**src/rtl/vslc_spi_fetch.sv**
```systemverilog
// vslc_spi_fetch: address-strobe fetch responder for the VSLC core.
// On an accepted addr_strobe it reads one byte from SPI NOR flash using a
// READ command (RD_CMD, 24-bit address ADDR_BASE+addr, 8 data bits) in SPI
// mode 0. The byte is returned on data with a one-cycle data_valid pulse.
// Optional build macro: VSLC_FETCH_CACHE_EN adds a one-entry byte cache.
// Ports:
//   clk, rst_n          system clock, async active-low reset
//   addr_strobe, addr   request pulse and 8-bit program address
//   data, data_valid    fetched byte and its one-cycle valid pulse
//   busy                request in flight (through the data_valid cycle)
//   spi_cs_n, spi_sck,
//   spi_mosi, spi_miso  flash pins (mode 0, MSB first)
module vslc_spi_fetch #(
    parameter int unsigned CLK_DIV   = 2,
    parameter logic [23:0] ADDR_BASE = 24'h000000,
    parameter logic [7:0]  RD_CMD    = 8'h03
) (
    input  logic       clk,
    input  logic       rst_n,
    input  logic       addr_strobe,
    input  logic [7:0] addr,
    output logic [7:0] data,
    output logic       data_valid,
    output logic       busy,
    output logic       spi_cs_n,
    output logic       spi_sck,
    output logic       spi_mosi,
    input  logic       spi_miso
);

    localparam int unsigned PH_W  = (CLK_DIV > 1) ? $clog2(CLK_DIV) : 1;
    localparam int unsigned BIT_W = 6;
    localparam logic [PH_W-1:0]  PH_LAST   = PH_W'(CLK_DIV - 1);
    localparam logic [BIT_W-1:0] LAST_CMD  = BIT_W'(7);
    localparam logic [BIT_W-1:0] LAST_ADDR = BIT_W'(31);
    localparam logic [BIT_W-1:0] LAST_BIT  = BIT_W'(39);

    typedef enum logic [2:0] {S_IDLE, S_CMD, S_ADDR, S_DATA, S_DONE} state_t;

    state_t            state_q, state_d;
    logic [PH_W-1:0]   ph_q, ph_d;
    logic [BIT_W-1:0]  bit_q, bit_d;
    logic [31:0]       sreg_q, sreg_d;   // bits still to send, next bit at [31]
    logic [7:0]        rx_q, rx_d;
    logic [7:0]        data_q, data_d;
    logic              dv_q, dv_d;
    logic              busy_q, busy_d;
    logic              cs_n_q, cs_n_d;
    logic              sck_q, sck_d;
    logic              mosi_q, mosi_d;
`ifdef VSLC_FETCH_CACHE_EN
    logic [7:0]        addr_q, addr_d;
    logic              c_valid_q, c_valid_d;
    logic [7:0]        c_tag_q, c_tag_d;
    logic [7:0]        c_byte_q, c_byte_d;
`endif

    // State and output registers
    always_ff @(posedge clk or negedge rst_n) begin
        if (!rst_n) begin
            state_q   <= S_IDLE;
            ph_q      <= '0;
            bit_q     <= '0;
            sreg_q    <= '0;
            rx_q      <= '0;
            data_q    <= '0;
            dv_q      <= 1'b0;
            busy_q    <= 1'b0;
            cs_n_q    <= 1'b1;
            sck_q     <= 1'b0;
            mosi_q    <= 1'b0;
`ifdef VSLC_FETCH_CACHE_EN
            addr_q    <= '0;
            c_valid_q <= 1'b0;
            c_tag_q   <= '0;
            c_byte_q  <= '0;
`endif
        end else begin
            state_q   <= state_d;
            ph_q      <= ph_d;
            bit_q     <= bit_d;
            sreg_q    <= sreg_d;
            rx_q      <= rx_d;
            data_q    <= data_d;
            dv_q      <= dv_d;
            busy_q    <= busy_d;
            cs_n_q    <= cs_n_d;
            sck_q     <= sck_d;
            mosi_q    <= mosi_d;
`ifdef VSLC_FETCH_CACHE_EN
            addr_q    <= addr_d;
            c_valid_q <= c_valid_d;
            c_tag_q   <= c_tag_d;
            c_byte_q  <= c_byte_d;
`endif
        end
    end

    // Next-state and next-output logic
    always_comb begin
        state_d   = state_q;
        ph_d      = ph_q;
        bit_d     = bit_q;
        sreg_d    = sreg_q;
        rx_d      = rx_q;
        data_d    = data_q;
        dv_d      = 1'b0;
        busy_d    = busy_q;
        cs_n_d    = cs_n_q;
        sck_d     = sck_q;
        mosi_d    = mosi_q;
`ifdef VSLC_FETCH_CACHE_EN
        addr_d    = addr_q;
        c_valid_d = c_valid_q;
        c_tag_d   = c_tag_q;
        c_byte_d  = c_byte_q;
`endif
        unique case (state_q)
            S_IDLE: begin
                if (addr_strobe) begin
`ifdef VSLC_FETCH_CACHE_EN
                    addr_d = addr;
                    if (c_valid_q && (c_tag_q == addr)) begin
                        // Hit: answer next cycle without touching the flash
                        state_d = S_DONE;
                        data_d  = c_byte_q;
                        dv_d    = 1'b1;
                        busy_d  = 1'b1;
                    end else
`endif
                    begin
                        // First bit (RD_CMD[7]) goes straight to mosi; rest queued
                        state_d = S_CMD;
                        ph_d    = '0;
                        bit_d   = '0;
                        sreg_d  = {RD_CMD[6:0], ADDR_BASE + 24'(addr), 1'b0};
                        cs_n_d  = 1'b0;
                        sck_d   = 1'b0;
                        mosi_d  = RD_CMD[7];
                        busy_d  = 1'b1;
                    end
                end
            end
            S_CMD, S_ADDR, S_DATA: begin
                if (ph_q != PH_LAST) begin
                    ph_d = ph_q + PH_W'(1);
                end else begin
                    ph_d = '0;
                    if (!sck_q) begin
                        // Rising edge: flash data sampled here
                        sck_d = 1'b1;
                        rx_d  = {rx_q[6:0], spi_miso};
                    end else if (bit_q == LAST_BIT) begin
                        state_d = S_DONE;
                        cs_n_d  = 1'b1;
                        sck_d   = 1'b0;
                        mosi_d  = 1'b0;
                        data_d  = rx_q;
                        dv_d    = 1'b1;
`ifdef VSLC_FETCH_CACHE_EN
                        c_valid_d = 1'b1;
                        c_tag_d   = addr_q;
                        c_byte_d  = rx_q;
`endif
                    end else begin
                        // Falling edge: advance to the next bit
                        sck_d  = 1'b0;
                        bit_d  = bit_q + BIT_W'(1);
                        sreg_d = {sreg_q[30:0], 1'b0};
                        mosi_d = (bit_q >= LAST_ADDR) ? 1'b0 : sreg_q[31];
                        if (bit_q == LAST_CMD) begin
                            state_d = S_ADDR;
                        end else if (bit_q == LAST_ADDR) begin
                            state_d = S_DATA;
                        end
                    end
                end
            end
            S_DONE: begin
                state_d = S_IDLE;
                busy_d  = 1'b0;
            end
            default: begin
                state_d = S_IDLE;
            end
        endcase
    end

    assign data       = data_q;
    assign data_valid = dv_q;
    assign busy       = busy_q;
    assign spi_cs_n   = cs_n_q;
    assign spi_sck    = sck_q;
    assign spi_mosi   = mosi_q;

endmodule

```
**config.mk**
```make
export PLATFORM = sky130hd
export DESIGN_NAME = vslc_spi_fetch
export DESIGN_NICKNAME = d
export VERILOG_FILES = /design/src/rtl/vslc_spi_fetch.sv
export SDC_FILE = /design/constraint.sdc
export NUM_CORES = 1
export LEC_CHECK = 0
export ABC_AREA = 1
export CAP_MARGIN = 20
export CORE_UTILIZATION = 46
export CTS_BUF_LIST = sky130_fd_sc_hd__clkbuf_4
export DETAILED_ROUTE_END_ITERATION = 16
export GPL_TIMING_DRIVEN = 0
export PLACE_DENSITY_LB_ADDON = 0.12
export SLEW_MARGIN = 20
export SYNTH_ARGS = -nofsm -noshare
export SYNTH_HDL_FRONTEND = slang
export SYNTH_SLANG_ARGS = --single-unit
```
**constraint.sdc**
```tcl
create_clock -name clk -period 1.9 [get_ports clk]
set_input_delay 0.38 -clock clk [delete_from_list [all_inputs] [get_ports clk]]
set_output_delay 0.38 -clock clk [all_outputs]
set_load 0.1 [all_outputs]
```
==> flow_metrics.tcl <==
set metrics [dict create \
    detail_route.wirelength_mm 5.53 \
    worst_slew_pin_slew_ns 0.546 \
    critPathSlowestCell "sky130_fd_sc_hd__dfstp_2" \
    finalWorstPathRequiredPeriod_ns 1.72 \
    pin_count_of_the_biggest_net_entering_global_routing 37 \
    clock_tree.root_cell "sky130_fd_sc_hd__clkbuf_4" \
    reg2reg_setup_slack_ns 0.20 \
    path_depth 1 \
    crit-reg2reg-capture "sreg_q[6]$_DFFE_PN0P_" \
    wl_per_cell_um 12.3 \
    cell_row_count 28 \
    worst_ep_required_time_ns 1.52 \
    pre_cts_slack_ns -0.112 \
    timing.clock.skew_ns 0.0140 \
    first_pass_grt_wire_length_mm 9.53 \
    syn-cell-area_mm2 0.00282 \
    hold-worst-slack_ns 0.441 \
    floorplan.die.height_um 80.2 \
    post_route_cells_drive_above_1_share_pct 16.6 \
    design.die.area_mm2 0.00644 \
    timing.critical_path.cells "buf_2" \
    crit_path_end_kind "output pin" \
    outcome "finished, final reports clean" \
    worstSetupStartpoint "spi_cs_n$_DFFE_PN1P_" \
    layoutNonFillerInstCount 449 \
    setup_total_negative_slack_ns 0 \
    number_of_drc_markers_after_the_initial_detailed_route_iteration 124 \
    io_buffer_count 24 \
    cts_tree "built" \
    finalCritPeriodShare_pct 90.6 \
    tritoncts.num_buffers 9 \
    setup_crit_path_kind "flop to output pin" \
    fp.dieW_um 80.2 \
    clock_power_share_pct 17.5 \
    total_track_usage_pct 19.7 \
    postSynthRegisterBits 62 \
    min_path_type "input pin to async pin" \
    cp-endpoint "spi_cs_n" \
    critPathTopFamily "flip-flops" \
    synth_nets 345 \
    max_cap_violations 0 \
    detailroute.wirelength.met3_um 172 \
    clock_insertion_delay_worst_skew_ns 0.38 \
    globalRouteOverflowTotal 0 \
    ioPinCount 25 \
    max_slew_margin_pct 63.8 \
    drt-met1-wl_mm 2.77 \
    power-per-cell-area_mw_per_mm2 1510 \
    cts_buffer_depth 2 \
    combinational_fraction_of_design_power_pct 43.9 \
    setup_slack_ns 0.178 \
    place_inst 432 \
    cp-start-kind "flop" \
    core_region_area_mm2 0.00592 \
    dr_total_vias 2227 \
    place.gp.congestion 0.818 \
    switching_power_mw 2.16 \
    layout_nets 382 \
    crit_fanout 2 \
    power_frac_seq_pct 38.6 \
    met2_length_mm 2.49 \
    starting_density_of_the_core_pct 47.5 \
    dpl.hpwl_mm 3.78 \
    setup-violations-final 0 \
    internal-power_mw 2.85 \
    htreeDepth 3 \
    max_clock_freq_mhz 581 \
    r2r_cells 8 \
    drc 0 \
    final_util_pct 56.1 \
    synthDistinctLibCells 25 \
    finalPower_mw 5.01 \
    worstPathBufferInverterCount 1 \
    synth_area_per_cell_um2 8.48 \
    maxUsedRoutingLayer "met4" \
    grt_pass1_vias 2075 \
    grt_setup_unrepaired "no" \
    area_growth_pct 18.0 \
    num_antenna_cells 0 \
    routed_via_density 4.96 \
    cts.sinks 62 \
    ir_worst_vdd_mv 0.683 \
    p_leak_nw 1.78 \
    drt-pass1-iter-count 4 \
    synth_sequential_area_ratio_pct 55.2 \
    power_switching_share_pct 43.2 \
    gate_count_after_technology_mapping 332 \
    cp.arrival_ns 1.34 \
    worst_path_largest_cell_delay_ns 0.54 \
    antenna_violations_before_repair 0 \
    stdcell_area_mm2 0.00332 \
    drtAntennaViolNets 0 \
    cts.reportedPaths.clkPinSlew_ns 0.10 \
    r2r_start "bit_q[0]$_DFFE_PN0P_" \
    finalMaxSlewViolations 0 \
    ys_warn_count 0 \
    timing_hold_violations_final 0 \
    dpl-instance-area_mm2 0.00317 \
]
==> cell usage in the layout, fill, tap and decap left out, types with 2 or more instances in the layout <==
| cell type | Yosys | final |
|---|---|---|
| sky130_fd_sc_hd__nor2_1 | 12 | 12 |
| sky130_fd_sc_hd__nand2_4 | 2 | 2 |
| sky130_fd_sc_hd__nand2_2 | 2 | 2 |
| sky130_fd_sc_hd__inv_2 | 2 | 2 |
| sky130_fd_sc_hd__nand3b_1 | 3 | 3 |
| sky130_fd_sc_hd__o21ai_1 | 4 | 4 |
| sky130_fd_sc_hd__nand4_1 | 4 | 4 |
| sky130_fd_sc_hd__o21ai_0 | 12 | 12 |
| sky130_fd_sc_hd__nand2_1 | 139 | 139 |
| sky130_fd_sc_hd__buf_2 | 4 | 5 |
| sky130_fd_sc_hd__clkbuf_4 | 0 | 11 |
| sky130_fd_sc_hd__clkinv_2 | 0 | 4 |
| sky130_fd_sc_hd__clkdlybuf4s15_2 | 0 | 12 |
| sky130_fd_sc_hd__dfrtp_1 | 61 | 60 |
| sky130_fd_sc_hd__nand3_1 | 42 | 42 |
| sky130_fd_sc_hd__buf_4 | 6 | 7 |
| sky130_fd_sc_hd__clkdlybuf4s50_1 | 0 | 10 |
| sky130_fd_sc_hd__inv_1 | 15 | 15 |
| sky130_fd_sc_hd__buf_6 | 4 | 4 |
| sky130_fd_sc_hd__or2_2 | 2 | 2 |
| sky130_fd_sc_hd__a21oi_1 | 8 | 8 |
| sky130_fd_sc_hd__nor2_4 | 3 | 3 |
==> cell usage after synthesis <==
library cell | n | area [um^2]
sky130_fd_sc_hd__buf_6 | 4 | 45.0
sky130_fd_sc_hd__inv_4 | 1 | 6.26
sky130_fd_sc_hd__nand3_2 | 1 | 10.0
sky130_fd_sc_hd__nand3_1 | 42 | 210
sky130_fd_sc_hd__dfrtp_1 | 61 | 1530
sky130_fd_sc_hd__nor3_1 | 1 | 5.00
sky130_fd_sc_hd__o21ai_1 | 4 | 20.0
sky130_fd_sc_hd__dfstp_2 | 1 | 26.3
sky130_fd_sc_hd__xor2_1 | 1 | 8.76
sky130_fd_sc_hd__o21ai_0 | 12 | 60.1
sky130_fd_sc_hd__nor2_1 | 12 | 45.0
sky130_fd_sc_hd__ha_1 | 1 | 12.5
sky130_fd_sc_hd__nand2_2 | 2 | 12.5
sky130_fd_sc_hd__nand4_1 | 4 | 25.0
sky130_fd_sc_hd__nand2_1 | 139 | 522
sky130_fd_sc_hd__inv_1 | 15 | 56.3
sky130_fd_sc_hd__or2_2 | 2 | 12.5
sky130_fd_sc_hd__nand3b_1 | 3 | 22.5
sky130_fd_sc_hd__nor2_8 | 1 | 20.0
sky130_fd_sc_hd__buf_4 | 6 | 45.0
sky130_fd_sc_hd__nor2_4 | 3 | 33.8
sky130_fd_sc_hd__nand2_4 | 2 | 22.5
sky130_fd_sc_hd__inv_2 | 2 | 7.51
sky130_fd_sc_hd__buf_2 | 4 | 20.0
sky130_fd_sc_hd__a21oi_1 | 8 | 40.0
==> registers in the layout, summed over array words and instances (netlist names) <==
register and flops:
spi_sck 1, data 8, spi_cs_n 1, sreg_q 31
busy 1, data_valid 1, spi_mosi 1, state_q 3
ph_q 1, rx_q 8, bit_q 6
==> timing repair <==
item                                   4_1_cts  5_1_grt
pin swaps                                    0        0
resized for setup                           39        3
endpoints found under the hold margin       25        0
hold buffers                                 1        0
buffers inserted                             0        0
setup endpoints to repair                   13        3
==> cells by family after synthesis <==
| group | share of synthesized area, % |
|---|---|
| buf+inv | 6.40 |
| fa+ha+maj | 0.444 |
| simple gates | 33.4 |
| compound gates | 4.27 |
| flops | 55.2 |
| xor+xnor | 0.311 |
==> worst min-delay path by stage <==
stage | endpoint | slack [ns] | cells past startpoint
after detailed placement | ph_q$_DFFE_PN0P_ | 0.32 | 1
after global routing | ph_q$_DFFE_PN0P_ | 0.45 | 2
after floorplan | bit_q[0]$_DFFE_PN0P_ | 0.08 | 0
after global placement | sreg_q[25]$_DFFE_PN0P_ | 0.45 | 2
final | ph_q$_DFFE_PN0P_ | 0.44 | 2
after CTS | ph_q$_DFFE_PN0P_ | 0.44 | 2
==> metal layers <==
metal / vias up / GRT usage, %
met1: 1040 / 27.3
met2: 38 / 29.7
met4: 0 / 9.11
li1: 1138 / -
met3: 11 / 3.75
met5: - / 0
==> area by class of cell <==
type,instances,area (um^2)
plain buffers,14,110
clock buffers,11,82.6
clock inverters,5,50.0
fillers,571,2600
inverters,18,70.1
multi-input cells,238,1080
flip-flops and latches,62,1550
well taps,75,93.8
repair buffers,26,278
==> power groups by stage <==
stage | Combinational [mW] | Sequential [mW] | Clock, mW
floorplan | 1.56 | 2.06 | 0
global placement | 2.20 | 1.95 | 0
detailed placement | 2.23 | 1.96 | 0
CTS | 2.23 | 1.93 | 0.912
global route | 2.50 | 1.98 | 0.978
finish | 2.20 | 1.94 | 0.878
(Power assumes the default switching activity.)
